<file path="src/rtl/bcd_timekeeper_pkg.sv">
// Shared constants and BCD helpers for the BCD timekeeper and its field counters.
package bcd_timekeeper_pkg;

  localparam int unsigned BCD_W = 8;
  localparam logic [BCD_W-1:0] SEC_MAX = 8'h59;
  localparam logic [BCD_W-1:0] MIN_MAX = 8'h59;

  // Legal BCD digits compare lexicographically, so a plain unsigned compare bounds the value.
  function automatic logic bcd_legal(input logic [BCD_W-1:0] v, input logic [BCD_W-1:0] max);
    return (v[7:4] <= 4'd9) && (v[3:0] <= 4'd9) && (v <= max);
  endfunction

  function automatic logic [BCD_W-1:0] to_bcd(input int unsigned v);
    logic [3:0] hi;
    logic [3:0] lo;
    hi = 4'(v / 10);
    lo = 4'(v % 10);
    return {hi, lo};
  endfunction

endpackage

</file>
<file path="src/rtl/bcd_timekeeper_field.sv">
// Two-digit BCD counter with wrap at MAX, used for one time field (seconds, minutes or hours).
module bcd_field_counter
  import bcd_timekeeper_pkg::*;
#(
  parameter logic [BCD_W-1:0] MAX = SEC_MAX
) (
  input  logic             clk,
  input  logic             reset,
  input  logic             inc,
  input  logic             dec,
  input  logic             load,
  input  logic [BCD_W-1:0] load_val,
  output logic [BCD_W-1:0] value,
  output logic             carry
);

  logic [BCD_W-1:0] value_q, value_d;

  always_comb begin
    value_d = value_q;
    carry   = 1'b0;
    if (load) begin
      value_d = load_val;
    end else if (inc && !dec) begin
      if (value_q == MAX) begin
        value_d = '0;
        carry   = 1'b1;
      end else if (value_q[3:0] == 4'd9) begin
        value_d = {value_q[7:4] + 4'd1, 4'd0};
      end else begin
        value_d = {value_q[7:4], value_q[3:0] + 4'd1};
      end
    end else if (dec && !inc) begin
      if (value_q == '0) begin
        value_d = MAX;
      end else if (value_q[3:0] == 4'd0) begin
        value_d = {value_q[7:4] - 4'd1, 4'd9};
      end else begin
        value_d = {value_q[7:4], value_q[3:0] - 4'd1};
      end
    end
  end

  always_ff @(posedge clk or posedge reset) begin
    if (reset) begin
      value_q <= '0;
    end else begin
      value_q <= value_d;
    end
  end

  assign value = value_q;

endmodule

</file>
<file path="src/rtl/bcd_timekeeper.sv">
// BCD time-of-day keeper: prescaled one-second advance, load, per-field edit and sticky alarm.
module bcd_timekeeper
  import bcd_timekeeper_pkg::*;
#(
  parameter int unsigned FIELDS   = 2,
  parameter int unsigned TICK_DIV = 100_000_000,
  parameter int unsigned HOUR_MAX = 23
) (
  input  logic                       clk,
  input  logic                       reset,
  input  logic                       run,
  input  logic                       load_valid,
  output logic                       load_ready,
  input  logic [8*FIELDS-1:0]        load_time,
  output logic                       load_err,
  input  logic [$clog2(FIELDS)-1:0]  edit_field,
  input  logic                       edit_up,
  input  logic                       edit_dn,
  input  logic [8*FIELDS-1:0]        alarm_time,
  input  logic                       alarm_arm,
  input  logic                       alarm_ack,
  output logic [8*FIELDS-1:0]        time_out,
  output logic                       tick,
  output logic                       alarm_hit,
  output logic                       wrap
);

  localparam int unsigned CW = $clog2(TICK_DIV);
  localparam int unsigned EW = $clog2(FIELDS);
  localparam logic [CW-1:0] CNT_LAST = CW'(TICK_DIV - 1);

  logic [CW-1:0]     cnt_q, cnt_d;
  logic              load_err_q, load_err_d;
  logic              alarm_q, alarm_d;
  logic              upd_q, upd_d;
  logic [FIELDS-1:0] sel, legal, at_max, roll, f_inc, f_dec, carry;
  logic              load_acc, load_ok, edit_req, edit_inc, edit_dec;

  assign load_ready = !(edit_up || edit_dn);
  assign load_acc   = load_valid && load_ready;
  assign load_ok    = &legal;
  assign edit_req   = (edit_up || edit_dn) && |sel;
  assign edit_inc   = edit_req && edit_up && !edit_dn;
  assign edit_dec   = edit_req && edit_dn && !edit_up;
  // Loads and edits restart the second, so a coinciding tick is dropped.
  assign tick       = run && (cnt_q == CNT_LAST) && !load_acc && !edit_req;
  // Every field carries only when a tick rolls the whole time over.
  assign wrap       = &carry;

  for (genvar i = 0; i < FIELDS; i++) begin : g_field
    localparam logic [BCD_W-1:0] FMAX =
        (i == 0) ? SEC_MAX : (i == 1) ? MIN_MAX : to_bcd(HOUR_MAX);
    localparam logic [EW-1:0]     IDX   = EW'(i);
    localparam logic [FIELDS-1:0] LOWER = FIELDS'((1 << i) - 1);

    assign sel[i]    = (edit_field == IDX);
    assign legal[i]  = bcd_legal(load_time[BCD_W*i +: BCD_W], FMAX);
    assign at_max[i] = (time_out[BCD_W*i +: BCD_W] == FMAX);
    // A field advances on tick when all lower fields sit at their maximum.
    assign roll[i]   = &(at_max | ~LOWER);
    assign f_inc[i]  = (tick && roll[i]) || (edit_inc && sel[i]);
    assign f_dec[i]  = edit_dec && sel[i];

    bcd_field_counter #(
      .MAX(FMAX)
    ) u_field (
      .clk     (clk),
      .reset   (reset),
      .inc     (f_inc[i]),
      .dec     (f_dec[i]),
      .load    (load_acc && load_ok),
      .load_val(load_time[BCD_W*i +: BCD_W]),
      .value   (time_out[BCD_W*i +: BCD_W]),
      .carry   (carry[i])
    );
  end

  always_comb begin
    cnt_d = cnt_q;
    if (load_acc || edit_req) begin
      cnt_d = '0;
    end else if (run) begin
      cnt_d = (cnt_q == CNT_LAST) ? '0 : cnt_q + CW'(1);
    end
    upd_d      = (load_acc && load_ok) || edit_inc || edit_dec || tick;
    load_err_d = load_acc && !load_ok;
    alarm_d    = alarm_q;
    if (!alarm_arm || alarm_ack) begin
      alarm_d = 1'b0;
    end else if (upd_q && (time_out == alarm_time)) begin
      alarm_d = 1'b1;
    end
  end

  always_ff @(posedge clk or posedge reset) begin
    if (reset) begin
      cnt_q      <= '0;
      load_err_q <= 1'b0;
      alarm_q    <= 1'b0;
      upd_q      <= 1'b0;
    end else begin
      cnt_q      <= cnt_d;
      load_err_q <= load_err_d;
      alarm_q    <= alarm_d;
      upd_q      <= upd_d;
    end
  end

  assign load_err  = load_err_q;
  assign alarm_hit = alarm_q;

endmodule

</file>
<file path="config.mk">
export PLATFORM = sky130hd
export DESIGN_NAME = bcd_timekeeper
export DESIGN_NICKNAME = d
export VERILOG_FILES = /design/src/rtl/bcd_timekeeper_pkg.sv /design/src/rtl/bcd_timekeeper_field.sv /design/src/rtl/bcd_timekeeper.sv
export SDC_FILE = /design/constraint.sdc
export NUM_CORES = 1
export LEC_CHECK = 0
export ABC_CLOCK_PERIOD_IN_PS = 7590
export CAP_MARGIN = 20
export CELL_PAD_IN_SITES_DETAIL_PLACEMENT = 0
export CELL_PAD_IN_SITES_GLOBAL_PLACEMENT = 1
export CORE_ASPECT_RATIO = 1.2
export CORE_MARGIN = 5
export CORE_UTILIZATION = 37
export CTS_BUF_LIST = sky130_fd_sc_hd__clkbuf_8
export CTS_CLUSTER_DIAMETER = 80
export DETAILED_ROUTE_END_ITERATION = 10
export GPL_TIMING_DRIVEN = 0
export PLACE_DENSITY_LB_ADDON = 0.3
export SLEW_MARGIN = 20
export SYNTH_ARGS = -nofsm -noshare
export SYNTH_HDL_FRONTEND = slang
export SYNTH_SLANG_ARGS = --single-unit
</file>
<file path="constraint.sdc">
create_clock -name clk -period 7.59 [get_ports clk]
set_clock_uncertainty 0.2 [all_clocks]
set_input_delay 1.1385 -clock clk [delete_from_list [all_inputs] [get_ports clk]]
set_output_delay 1.1385 -clock clk [all_outputs]
set_load 0.05 [all_outputs]
</file>
==> key figures <==
Clocking
  • Sink Count: 46
  • Post-CTS Setup Bufs: 0
  • Clk buf depth: 2
  • CTS tree: yes
  • CTS hold repair buffers: 0
  • Htree depth: 2
  • Clk pin slew, worst setup/hold paths: 100 ps
  • Post-CTS sizing: 0
  • Root Buffer: clkbuf_8
  • CTS buffer count: 5
  • Clock Latency Late Sink: 320 ps

Global route
  • Largest net degree at the start of global routing: 30
  • Number of global-route vias before repair: 3,554
  • Total GRT Usage: 0.191
  • First-pass GRT wire length: 17,700 um
  • Initial antenna violation count: 0
  • GRT Residual Overflow: 0

Timing
  • Clock period minus worst slack: 6400 ps
  • Slew Viols, Final: 0
  • Final period util: 0.843
  • Slew Limit Headroom: 0.512
  • Hold WS: 318 ps
  • Worst-margin pin slew: 730 ps
  • Unrepaired setup endpoints after global routing: false
  • Fin Setup TNS: 0 ps
  • Setup Viol. Count Final: 0
  • Max frequency: 0.156 GHz
  • Count of final hold-check violations: 0

Floorplanning
  • I/O pin total: 62
  • Die Area: 11,600 um2
  • Die W: 99.2 um
  • Core box area: 9420 um2
  • # rows: 39
  • Starting Density: 0.375
  • Die extent in y: 117 um

Worst setup path
  • Max Fanout on Critical Path: 8
  • Worst setup EP type: primary output
  • WP data arrival: 5060 ps
  • Crit Path Category: in2out
  • Reg2Reg Setup Slack: 3700 ps
  • Worst setup SP type: input pin
  • CP Data Required Time: 6250 ps

Final layout
  • N_diodes: 0
  • Core Util, Final: 0.470
  • Nets: 570
  • Share of cells above drive strength 1: 0.0564
  • FF+latch area: 1150 um2
  • Most frequent cells in the layout: 61 x clkdlybuf4s50_1, 54 x nand2_1, 49 x nor2_1, 46 x dfrtp_1, 44 x o21ai_0
  • Multi-input logic area: 2190 um2
  • Fillers: 956
  • Area Overhead vs Synth: 25.1%
  • Commonest non-fill, non-tap cell in the layout: clkdlybuf4s50_1

Synth
  • Post-synth cell types: 65
  • Most used flip-flop cell after synthesis: dfrtp_1
  • Synth Area in Simple Gates: 0.280
  • Largest family of logic cells by synthesized area: simple AND/OR/NAND/NOR gates
  • Yosys Warn Count: 0
  • Post-Syn Area: 3530 um2
  • Post-synth ARST share: 1.00
  • Adder-Cell Fraction of Synth Area: 0.0566
  • #FFs+latches synth: 46
  • Mapped Nets: 501
  • Mux contribution to synthesized area: 0.00566
  • Avg Inst Size Synth: 7.96 um2
  • Compound-cell area share of the yosys netlist: 0.224
  • Syn Inst Count: 444
  • Post-Synth XOR/XNOR Area: 0.0496
  • Sequential area share after synthesis: 0.326
  • Post-synth EDFFs: 0

Detailed routing
  • Post-route antenna net violation count: 0
  • Routed vias/inst: 5.61
  • Vias: 3,575
  • First DRT Iteration DRCs: 136
  • Drt total wl: 10,800 um
  • Residual DRC count: 0
  • WL/cell: 17.0 um
  • Pre-antenna DRT Iters: 4

Power
  • PD cells: 227 nW/um2
  • Peak supply drop: 0.0883 mV
  • Lkg Pwr: 1.72 nW

Placed design
  • Number of port buffers: 61
  • Detail Placement HPWL: 8210 um
  • Placer congestion estimate: 0.868

Run status
  • Status: complete, no violations

Flow run
  • Max cap viols: 0

Hold path
  • Hold Crit Class: reg2reg
-- path summary, 6_finish.rpt --
| check | from | end | cells past startpoint |
|---|---|---|---|
| max in group asynchronous | reset | cnt_q[13]$_DFFE_PP0P_ | 3 |
| setup / recovery | edit_dn | wrap | 10 |
| hold reg to reg | cnt_q[20]$_DFFE_PP0P_ | cnt_q[20]$_DFFE_PP0P_ | 1 |
| setup reg to reg | cnt_q[8]$_DFFE_PP0P_ | g_field[0].u_field.value[7]$_DFFE_PP0P_ | 12 |
| min in group asynchronous | reset | g_field[0].u_field.value[3]$_DFFE_PP0P_ | 2 |
| hold / removal | cnt_q[20]$_DFFE_PP0P_ | cnt_q[20]$_DFFE_PP0P_ | 1 |
-- synthesized netlist by cell type (all sizes together), types with 3 or more instances --
cell type,instances,share of area
xnor2,16,0.040
clkbuf,22,0.029
nand4,16,0.028
nor4,7,0.017
a211oi,5,0.011
a21oi,21,0.031
nor3b,4,0.0085
or3,3,0.0053
a21o,4,0.0088
nand3,17,0.025
dfrtp,46,0.33
or4,4,0.0096
nor3,8,0.011
nor2,49,0.052
inv,15,0.016
xor2,4,0.0099
o21ai,46,0.065
and4,5,0.013
ha,16,0.057
and2,4,0.0071
and3,5,0.0088
nor2b,8,0.014
a31oi,11,0.019
nand2,54,0.057
o31ai,12,0.025
buf,3,0.0096
-- stage by stage --
| stage | power (mW) | area [um2] | std cells | worst slack [ps] |
|---|---|---|---|---|
| after global routing | 1.07 | 4420 | 637 | 1030 |
| after floorplan | 0.681 | 3530 | 444 | 2820 |
| after global placement | 0.836 | 4300 | 628 | 1350 |
| final | 1.01 | 4420 | 637 | 1190 |
| after detailed placement | 0.844 | 4320 | 629 | 1290 |
| after CTS | 1.01 | 4410 | 637 | 1280 |
-- cell families after synthesis --
logic type / Yosys count
muxes: 2
and+or+nand+nor: 194
adders and majority gates: 16
buffers and inverters: 41
AOI/OAI and AO/OA: 125
xor gates and xnor gates: 20
DFF: 46
-- registers in the layout, indices dropped and copies added, names as in the netlist --
name,flops
upd_q,1
g_field.u_field.value,16
load_err,1
cnt_q,27
alarm_hit,1
-- report_power, final --
group          switching, mW  internal [mW]  total (mW)
registers             0.0416          0.275       0.317
logic                  0.318          0.207       0.525
clock network         0.0923         0.0725       0.165
-- layout make-up --
cell class / count / share of cell area
buffer: 26 / 0.0334
clock buffer: 6 / 0.0187
clock inverter: 2 / 0.00198
inverter: 15 / 0.0127
multi-input combinational: 357 / 0.496
sequential: 46 / 0.260
tap: 123 / 0.0348
timing repair buffer: 62 / 0.143
-- routing by layer --
layer,part of all wire,global-route usage
met5,0,0
met3,0.045,0.0320
met4,0.025,0.0801
met2,0.50,0.339
met1,0.43,0.228
-- critical path, stage by stage --
cell	delay, ps
clkdlybuf4s50_1	500
or4b_1	630
nor4_1	620
nand2_1	150
o21ai_0	130
ha_1	350
and3_1	210
clkbuf_1	280
and4_1	230
clkdlybuf4s50_1	810
No activity file was read; power rests on OpenSTA's default activity.
